## src/rtl/ex_mem_stage.sv

```systemverilog
// EX->MEM pipeline stage: registered result/control bundle behind a
// 2-entry skid buffer, plus BEQ/BNE redirect resolution.
module ex_mem_stage #(
   parameter int DATA_W = 32,
   parameter int RA_W   = 5
) (
   input  logic              clk,
   input  logic              rst_n,
   input  logic              flush,
   input  logic              in_valid,
   output logic              in_ready,
   input  logic [3:0]        in_alu_ctrl,
   input  logic [DATA_W-1:0] in_result,
   input  logic              in_zero,
   input  logic              in_overflow,
   input  logic              in_branch,
   input  logic [DATA_W-1:0] in_br_target,
   input  logic [DATA_W-1:0] in_store_data,
   input  logic [RA_W-1:0]   in_rd,
   input  logic              in_reg_write,
   input  logic              in_mem_read,
   input  logic              in_mem_write,
   output logic              out_valid,
   input  logic              out_ready,
   output logic [DATA_W-1:0] out_result,
   output logic              out_overflow,
   output logic [DATA_W-1:0] out_store_data,
   output logic [RA_W-1:0]   out_rd,
   output logic              out_reg_write,
   output logic              out_mem_read,
   output logic              out_mem_write,
   output logic              br_taken,
   output logic [DATA_W-1:0] br_pc
);

   typedef struct packed {
      logic [DATA_W-1:0] result;
      logic              overflow;
      logic [DATA_W-1:0] store_data;
      logic [RA_W-1:0]   rd;
      logic              reg_write;
      logic              mem_read;
      logic              mem_write;
   } entry_t;

   entry_t main_q;
   entry_t skid_q;
   entry_t in_e;
   logic   main_v;
   logic   skid_v;
   logic   in_ready_q;
   logic   acc;
   logic   pop;
   logic   take;
   logic   is_br_code;
   logic   main_v_n;
   logic   skid_v_n;
   logic   ld_main_in;
   logic   ld_main_skid;
   logic   ld_skid;

   assign in_e = '{
      result:     in_result,
      overflow:   in_overflow,
      store_data: in_store_data,
      rd:         in_rd,
      reg_write:  in_reg_write,
      mem_read:   in_mem_read,
      mem_write:  in_mem_write
   };

   assign acc = in_valid & in_ready_q;
   assign pop = main_v & out_ready;

   // ALU zero already encodes "condition true" for both BEQ and BNE
   assign is_br_code = (in_alu_ctrl == 4'b1010) |
                       (in_alu_ctrl == 4'b1011);
   assign take = acc & in_branch & in_zero & is_br_code;

   always_comb begin
      main_v_n     = main_v;
      skid_v_n     = skid_v;
      ld_main_in   = 1'b0;
      ld_main_skid = 1'b0;
      ld_skid      = 1'b0;
      if (!main_v) begin
         main_v_n   = acc;
         ld_main_in = acc;
      end else if (pop) begin
         if (skid_v) begin
            ld_main_skid = 1'b1;
            skid_v_n     = 1'b0;
         end else begin
            ld_main_in = acc;
            main_v_n   = acc;
         end
      end else if (acc) begin
         ld_skid  = 1'b1;
         skid_v_n = 1'b1;
      end
   end

   always_ff @(posedge clk) begin
      if (!rst_n) begin
         main_v     <= 1'b0;
         skid_v     <= 1'b0;
         in_ready_q <= 1'b0;
         br_taken   <= 1'b0;
         br_pc      <= '0;
         main_q     <= '0;
         skid_q     <= '0;
      end else if (flush) begin
         main_v     <= 1'b0;
         skid_v     <= 1'b0;
         in_ready_q <= 1'b1;
         br_taken   <= 1'b0;
      end else begin
         main_v     <= main_v_n;
         skid_v     <= skid_v_n;
         in_ready_q <= ~skid_v_n;
         br_taken   <= take;
         if (take)
            br_pc <= in_br_target;
         if (ld_main_in)
            main_q <= in_e;
         else if (ld_main_skid)
            main_q <= skid_q;
         if (ld_skid)
            skid_q <= in_e;
      end
   end

   assign in_ready       = in_ready_q;
   assign out_valid      = main_v;
   assign out_result     = main_q.result;
   assign out_overflow   = main_q.overflow;
   assign out_store_data = main_q.store_data;
   assign out_rd         = main_q.rd;
   assign out_reg_write  = main_q.reg_write;
   assign out_mem_read   = main_q.mem_read;
   assign out_mem_write  = main_q.mem_write;

endmodule
```

## config.mk

```make
export PLATFORM = sky130hd
export DESIGN_NAME = ex_mem_stage
export DESIGN_NICKNAME = d
export VERILOG_FILES = /design/src/rtl/ex_mem_stage.sv
export SDC_FILE = /design/constraint.sdc
export NUM_CORES = 1
export LEC_CHECK = 0
export ABC_CLOCK_PERIOD_IN_PS = 1800
export CORE_ASPECT_RATIO = 1.25
export CORE_MARGIN = 2
export CORE_UTILIZATION = 49
export DETAILED_ROUTE_END_ITERATION = 16
export PLACE_DENSITY = 0.91
export SYNTH_ARGS = -nofsm -noshare
export SYNTH_HDL_FRONTEND = slang
export SYNTH_SLANG_ARGS = --single-unit
```

## constraint.sdc

```tcl
create_clock -name clk -period 1.8 [get_ports clk]
set_clock_uncertainty 0.15 [all_clocks]
set_input_delay 0.45 -clock clk [delete_from_list [all_inputs] [get_ports clk]]
set_output_delay 0.45 -clock clk [all_outputs]
set_load 0.02 [all_outputs]
```

== Yosys cells after proc, flatten, opt, wreduce, memory -nomap -nowiden ==
Index checks and enable logic that the tools add are counted.

* Memories kept: 0
* Memory bits (read-only): 0
* Latch bits: 0
* Flip-flop bits (word level): 182
* Input bits: 116
* Output and inout port bits: 108
* Bits in writable memories: 0

* Reductions and logical operators: 5
* Divide/modulo/power cells: 0
* Shifts and indexed selects: 0
* Add/subtract/negate cells: 0
* Magnitude comparators: 0
* $mul: 0
* Bitwise logic cells: 9
* Multiplexer cells: 18
* Equal/unequal tests: 2

{| class="wikitable"
|+ Operator list
! operator !! count
|-
| $mux 73 || 2
|-
| $mux 1 || 16
|-
| $eq 4x4->1 const B || 2
|-
| $reduce_and 2->1 || 3
|-
| $and 1x1->1 || 5
|-
| $not 1->1 || 3
|-
| $reduce_bool 2->1 || 1
|-
| $reduce_or 2->1 || 1
|-
| $or 1x1->1 || 1
|}

== Logic depth before layout (Yosys ltp) ==
Gate-level depths: netlist (run 1).

* Word-level depth: 6
* Depth in mapped cells: 6
* Gate-level depth less buffers: 3

== Worst setup path after synthesis (run 1) ==
Ideal clock, no wire load.

* Path type: reg-to-reg
* From: register in_ready_q (netlist: in_ready)
* To: register br_pc[0]
* Slack: 0.083 ns
* Arrival time: 1.496 ns
* Data required time: 1.578 ns
* Buffers on the path: 2
* Stages on the path, launching flop included: 6
* Cells stage by stage: dfxtp_1 > nand3b_1 > buf_6 > nor3_4 > buf_8 > mux2i_1

* Word-level cells in the longest chain between the ends: 5

{| class="wikitable"
|+ RTL lines
! what !! RTL line !! source
|-
| start, declared || 51 || <nowiki>logic in_ready_q;</nowiki>
|-
| start signal, assigned || 120 || <nowiki>in_ready_q <= ~skid_v_n;</nowiki>
|-
| $and 1x1->1 || 72 || <nowiki>assign acc = in_valid & in_ready_q;</nowiki>
|-
| $and 1x1->1 (3 in a row) || 78 || <nowiki>assign take = acc & in_branch & in_zero & is_br_code;</nowiki>
|-
| $reduce_and 2->1 (no source line) || - ||
|-
| end signal, assigned || 123 || <nowiki>br_pc <= in_br_target;</nowiki>
|-
| end, declared || 33 || <nowiki>output logic [DATA_W-1:0] br_pc</nowiki>
|}

Every way passes these cells.
A chain may end at the register's enable or synchronous reset.

== Worst setup path after layout (run 1) ==
* From: register main_q, in the netlist out_store_data[1]
* To: output port out_store_data[1]

{| class="wikitable"
|+ RTL lines
! what !! RTL line !! source
|-
| start, declared || 46 || <nowiki>entry_t main_q;</nowiki>
|-
| start signal, assigned || 125 || <nowiki>main_q <= in_e;</nowiki>
|-
| start signal, assigned || 127 || <nowiki>main_q <= skid_q;</nowiki>
|-
| end, declared || 27 || <nowiki>output logic [DATA_W-1:0] out_store_data,</nowiki>
|}

No word-level cell between the ends.

==> reports/metrics.yaml, run 1 <==
r2r_cells: 4
maxSlewHeadroom: 0.7153
routedWlPerCell_um: 19.43
drc_errors: 0
ios: 224
hold-path-cell-count: 3
ir_drop_mv: 0.6641
cts-htree-levels: 4
start_util: 0.4983
grt_max_degree: 90
cp_cell_sequence: "dlygate4sd2_1"
viasPerCell: 6.400
cp.depth: 1
p_int_mw: 7.016
synth_area_leaders: "dfxtp_1, a2bb2oi_1, a311oi_1"
max_freq_mhz: 568.2
firstDrtPassIters: 5
synth_top_area_frac: 0.4211
hold_viol: 0
p_clk_frac: 0.417
crit_path_end_kind: "output port"
wl_um: 27670
period_minus_slack_ps: 1760
fp-row-count: 54
cts_inserted_buffers: 17
power_frac_comb: 0.142
ant_nets: 0
syn_area_per_cell_um2: 8.458
clock-sinks: 182
cts_max_path_buffers: 2
cp.required_ps: 1200
cpLargestDelayFamily: "flip-flops"
path_clk_slew_ps: 70
die_area_mm2: 0.01874
tightest_slew_ps: 427.1
max_stage_delay_ps: 390
drv_slew: 0
clkLatencyLatePin_ps: 420
min_period_over_period: 0.9778
vias: 9113
synth_cells: 1023
critical_path.slowest_cell: "dfxtp_1"
antenna_found_initial: 0
grt_overflow: 0
drt_iter0_markers: 973
seqPwrFrac: 0.441
post-route-util: 0.6876
synth_nets: 1139
fin_ws_ps: 39.93
synth_seq_cells: 182
num-nets-final: 1303
switching_share: 0.2577
syn2layout_area_growth_pct: 37.99
cts_tree: "yes"
dieHeight_um: 152.6
io_buffers: 222
path_class: "flop to output port"
cp_data_arrival_time_ps: 1160
core_area_mm2: 0.01736
drive_gt1_frac: 0.09500
totalPowerFinal_mw: 9.451
crit_fanout: 2
grt_usage: 0.2917
p_sw_mw: 2.435
power.density_mw_per_mm2: 791.6
path_buf_inv: 1
setup_viol: 0
hpwl_um: 17290
place_ws_ps: -491.8
synth_area_mm2: 0.008652
outcome: "complete, no violations"
synth_cell_types: 29
cts-root-buf: "clkbuf_16"
dieWidth_um: 122.9
cp-start-kind: "flop"
yosysWarnings: 0
grt_pass1_wl_um: 44810
grt_pass1_vias: 9030
cts_hold_buf: 0
place_congestion: 0.8127
diodes: 0
seq_area_frac_synth: 0.4211
maxCapViolCount: 0
synth_largest_area_cell: "dfxtp_1"
fin_hold_ws_ps: 236.7
min_path_type: "input port to flop"
p_leak_nw: 4.309
-- registers in the layout (all words and copies together) (netlist names), 5 cells and up --
name,flops
skid_q,73
br_pc,32
out_result,32
out_store_data,32
out_rd,5
-- path summary, 6_finish.rpt --
path | start | endpoint | slack, ps
max reg2reg | in_ready | br_pc[3] | 60
min reg2reg | br_pc[27] | br_pc[27] | 310
min | flush | in_ready | 240
max | out_store_data[1] | out_store_data[1] | 40
-- repair_timing --
| action | in CTS | in global routing |
|---|---|---|
| setup buffers | 1 | 2 |
| setup endpoints to repair | 115 | 66 |
| pin swaps | 4 | 3 |
| gates cloned | 2 | 2 |
| gates resized for setup | 118 | 14 |
-- power groups by stage --
stage,clock network (mW),logic [mW],registers [mW]
2_1_floorplan,0,0.546,4.36
3_5_place_dp,0,1.36,4.26
6_report,3.94,1.34,4.17
4_1_cts,3.98,1.32,4.17
3_3_place_gp,0,1.33,4.26
5_1_grt,4.16,1.42,4.18
-- cells by family after synthesis --
kind of cell           after synthesis  share of synthesized area
multiplexers                        32                    0.03702
buffers and inverters              142                    0.07693
AO/OA/AOI/OAI                      443                     0.3527
flip-flops                         182                     0.4211
AND/OR/NAND/NOR                    224                     0.1122
-- routing by layer --
layer / track usage / wire, um
met5: 0 / 0
met4: 0.1221 / 926
met3: 0.06475 / 2378
met2: 0.4970 / 13890
met1: 0.3488 / 10470
-- placed cells by master (no fill, tap or decap), types with 2 or more instances in the layout --
cell type,synthesis,layout
a311oi_1,73,70
clkinvlp_4,0,2
a2bb2oi_1,73,73
dfxtp_1,182,180
inv_2,0,2
clkdlybuf4s15_1,0,2
clkdlybuf4s50_1,0,106
buf_12,0,27
clkinv_2,0,2
nor2_1,2,2
nand3_1,73,73
o21a_1,2,2
a31oi_1,74,74
a311oi_2,0,3
buf_4,0,27
dlygate4sd2_1,0,106
bufinv_16,0,3
mux2i_1,32,31
dlymetal6s2s_1,0,6
clkbuf_8,0,2
nand2_1,139,138
o21ai_0,73,73
buf_6,2,5
o211ai_1,73,73
clkbuf_16,0,19
clkinv_4,0,2
nor2b_4,0,2
inv_6,0,3
a21oi_1,73,73
-- cell type report --
| type | instances | area (um2) |
|---|---|---|
| clock inverters | 13 | 170.2 |
| fillers | 1295 | 5425 |
| inverters | 3 | 13.76 |
| flip-flops and latches | 182 | 3649 |
| clock buffers | 19 | 452.9 |
| multi-input cells | 699 | 4395 |
| well taps | 224 | 280.3 |
| repair buffers | 284 | 2978 |
-- cell usage after synthesis (all sizes together) --
cell and n:
dfxtp 182, nand2 139, buf 81, a31oi 74
a21oi 73, a2bb2oi 73, a311oi 73, nand3 73
o211ai 73, o21ai 73, clkbuf 58, mux2i 32
inv 3, nor2 2, nor2b 2, o21a 2
a21o 1, a22o 1, and2 1, and3 1
and3b 1, nand2b 1, nand3b 1, nand4 1
nor3 1, nor4 1
-- metrics by stage --
| stage | cells | TNS (ps) | cell area [um2] |
|---|---|---|---|
| 3_3_place_gp | 1385 | -58510 | 11280 |
| 3_5_place_dp | 1385 | -64780 | 11280 |
| 5_1_grt | 1424 | -7.833 | 11940 |
| 6_report | 1424 | 0 | 11940 |
| 2_1_floorplan | 1023 | 0 | 8652 |
| 4_1_cts | 1420 | -8.967 | 11860 |
No activity file was read; power rests on OpenSTA's default activity.
==> run 2: changes to the inputs <==
--- a/config.mk
+++ b/config.mk
@@ -8,9 +8,9 @@
 export ABC_CLOCK_PERIOD_IN_PS = 1800
 export CORE_ASPECT_RATIO = 1.25
 export CORE_MARGIN = 2
-export CORE_UTILIZATION = 49
+export CORE_UTILIZATION = 25
 export DETAILED_ROUTE_END_ITERATION = 16
-export PLACE_DENSITY = 0.91
+export PLACE_DENSITY = 0.58
 export SYNTH_ARGS = -nofsm -noshare
 export SYNTH_HDL_FRONTEND = slang
 export SYNTH_SLANG_ARGS = --single-unit
==> reports/metrics.yaml, run 2 (synthesized netlist as in run 1, its figures left out) <==
post-cts-setup-buffers: 0  # -1
maxSlewHeadroom: 0.7247  # +0.009463
io_buffers: 222  # unchanged
cts_max_path_buffers: 2  # unchanged
fp-row-count: 76  # +41%
top_layer_used: "met5"
final_cell_mix: "dfxtp_1, nand2_1, clkdlybuf4s50_1, dlygate4sd2_1, a31oi_1"
grt_max_degree: 70  # -22%
cp_data_arrival_time_ps: 1170  # about the same
crit_fanout: 2  # unchanged
hold_viol: 0  # unchanged
cts_tree: "yes"
path_class: "flop to output port"
rsz0062_at_grt: "no"
rr_startpoint: "in_ready"
firstDrtPassIters: 5  # unchanged
clock-sinks: 182  # unchanged
syn2layout_area_growth_pct: 40.71
antenna_found_initial: 4  # +4
power_frac_comb: 0.151  # +0.009
ir_drop_mv: 0.4591  # -31%
period_minus_slack_ps: 1768  # +7.978 ps
path_buf_inv: 1  # unchanged
hp-start: "rst_n"
grt_pass1_vias: 8531  # -5.5%
max_stage_delay_ps: 410  # +20 ps
wl_um: 31300  # +13%
core_area_mm2: 0.03433  # +98%
cp_cell_sequence: "dlygate4sd2_1"
vias: 8948  # -1.8%
largest_register: "skid_q"
cts_hold_buf: 0  # unchanged
setup_tns_ps: 0  # unchanged
place_ws_ps: -479.0  # +12.83 ps
grt_usage: 0.1679  # -0.1238
p_clk_frac: 0.395  # -0.022
p_leak_nw: 4.230  # -1.9%
maxCapViolCount: 0  # unchanged
routedWlPerCell_um: 18.73  # -3.6%
dieWidth_um: 170.4  # +39%
largest_reg_flops: 73  # unchanged
ant_nets: 0  # unchanged
cp-start-kind: "flop"
grt_pass1_wl_um: 48130  # +7.4%
cts-root-buf: "clkbuf_16"
drt_iter0_markers: 779  # -20%
fin_ws_ps: 31.95  # -7.978 ps
critical_path.slowest_cell: "dlygate4sd2_1"
drive_gt1_frac: 0.09159  # -0.003410
die_area_mm2: 0.03612  # +93%
setup_viol: 0  # unchanged
met1_length_um: 13160  # +26%
outcome: "complete, no violations"
crit_path_end_kind: "output port"
wl_met2_um: 15250  # +9.8%
fin_hold_ws_ps: 264.0  # +27.29 ps
met3_length_um: 1878  # -21%
cp-startpoint: "out_result[22]"
path_clk_slew_ps: 70  # about the same
layout.cells.most_common: "dfxtp_1"
cp.required_ps: 1200  # about the same
multiInputGateArea_mm2: 0.004389  # -0.14%
clkLatencyLatePin_ps: 430  # about the same
hpwl_um: 19770  # +14%
p_sw_mw: 2.452  # +0.66%
tightest_slew_ps: 412.9  # -14.19 ps
viasPerCell: 5.355  # -16%
place_congestion: 0.7634  # -6.1%
fillers: 3535  # +170%
min_period_over_period: 0.9822  # +0.004432
drc_errors: 0  # unchanged
grt_overflow: 0  # unchanged
ios: 224  # unchanged
cpLargestDelayFamily: "buffers and inverters"
p_int_mw: 6.737  # -4.0%
start_util: 0.2520  # -0.2462
power.density_mw_per_mm2: 754.8  # -4.7%
cts_inserted_buffers: 17  # unchanged
num-nets-final: 1306  # +0.23%
seq_area_mm2: 0.003647  # about the same
min_path_type: "input port to flop"
dieHeight_um: 212.0  # +39%
switching_share: 0.2668  # +0.009119
post-route-util: 0.3546  # -0.3329
cts-htree-levels: 4  # unchanged
max_freq_mhz: 565.6  # -0.45%
seqPwrFrac: 0.454  # +0.013
drv_slew: 0  # unchanged
-- run 2: changes by cell type in the layout (fill, tap and decap cells not counted), moves of 3 or more --
| cell | previous run | this run |
|---|---|---|
| dlygate4sd2_1 | 106 | 97 |
| buf_4 | 27 | 33 |
| clkdlybuf4s15_1 | 2 | 8 |
| clkdlybuf4s50_1 | 106 | 111 |
| buf_6 | 5 | 1 |
| dlymetal6s2s_1 | 6 | 2 |
| a311oi_1 | 70 | 73 |
| a311oi_2 | 3 | 0 |
| bufinv_16 | 3 | 0 |
| inv_6 | 3 | 0 |
-- run 2: cell type report --
cell class,count,area share
diodes,2,0.0004111
clock buffers,24,0.04214
repair buffers,287,0.2446
well taps,468,0.04810
multi-input cells,699,0.3605
flip-flops and latches,182,0.2996
clock inverters,6,0.003494
inverters,3,0.001131
-- run 2: power groups by stage --
| stage | Sequential, mW | Combinational [mW] | Clock, mW |
|---|---|---|---|
| 2_1_floorplan | 4.36 | 0.546 | 0 |
| 3_3_place_gp | 4.26 | 1.42 | 0 |
| 3_5_place_dp | 4.27 | 1.43 | 0 |
| 4_1_cts | 4.17 | 1.37 | 3.74 |
| 5_1_grt | 4.18 | 1.48 | 3.87 |
| 6_report | 4.17 | 1.39 | 3.63 |
-- run 2: final timing paths --
| path | to | slack (ps) | cells past startpoint |
|---|---|---|---|
| setup / recovery | out_result[22] | 30 | 1 |
| hold / removal | skid_q[40] | 260 | 3 |
| setup reg to reg | out_result[7] | 90 | 5 |
| hold reg to reg | br_pc[12] | 300 | 2 |
-- run 2: per-stage QoR --
| step | power (mW) | cells | cell area [um2] |
|---|---|---|---|
| finish | 9.189 | 1671 | 12170 |
| global route | 9.527 | 1670 | 12170 |
| CTS | 9.287 | 1668 | 12120 |
| detailed placement | 5.693 | 1638 | 11680 |
| global placement | 5.686 | 1638 | 11680 |
| floorplan | 4.904 | 1023 | 8652 |
-- run 2: per-layer routing --
| layer | vias to the layer above | track usage |
|---|---|---|
| met4 | 2 | 0.07368 |
| met5 | - | 0 |
| li1 | 4233 | - |
| met2 | 312 | 0.2781 |
| met3 | 55 | 0.03704 |
| met1 | 4346 | 0.2091 |
-- run 2: what timing repair did --
item                       CTS  global route
pin swaps                    0             3
setup endpoints to repair  109            85
resized for setup          116            16
cloned                       0             1
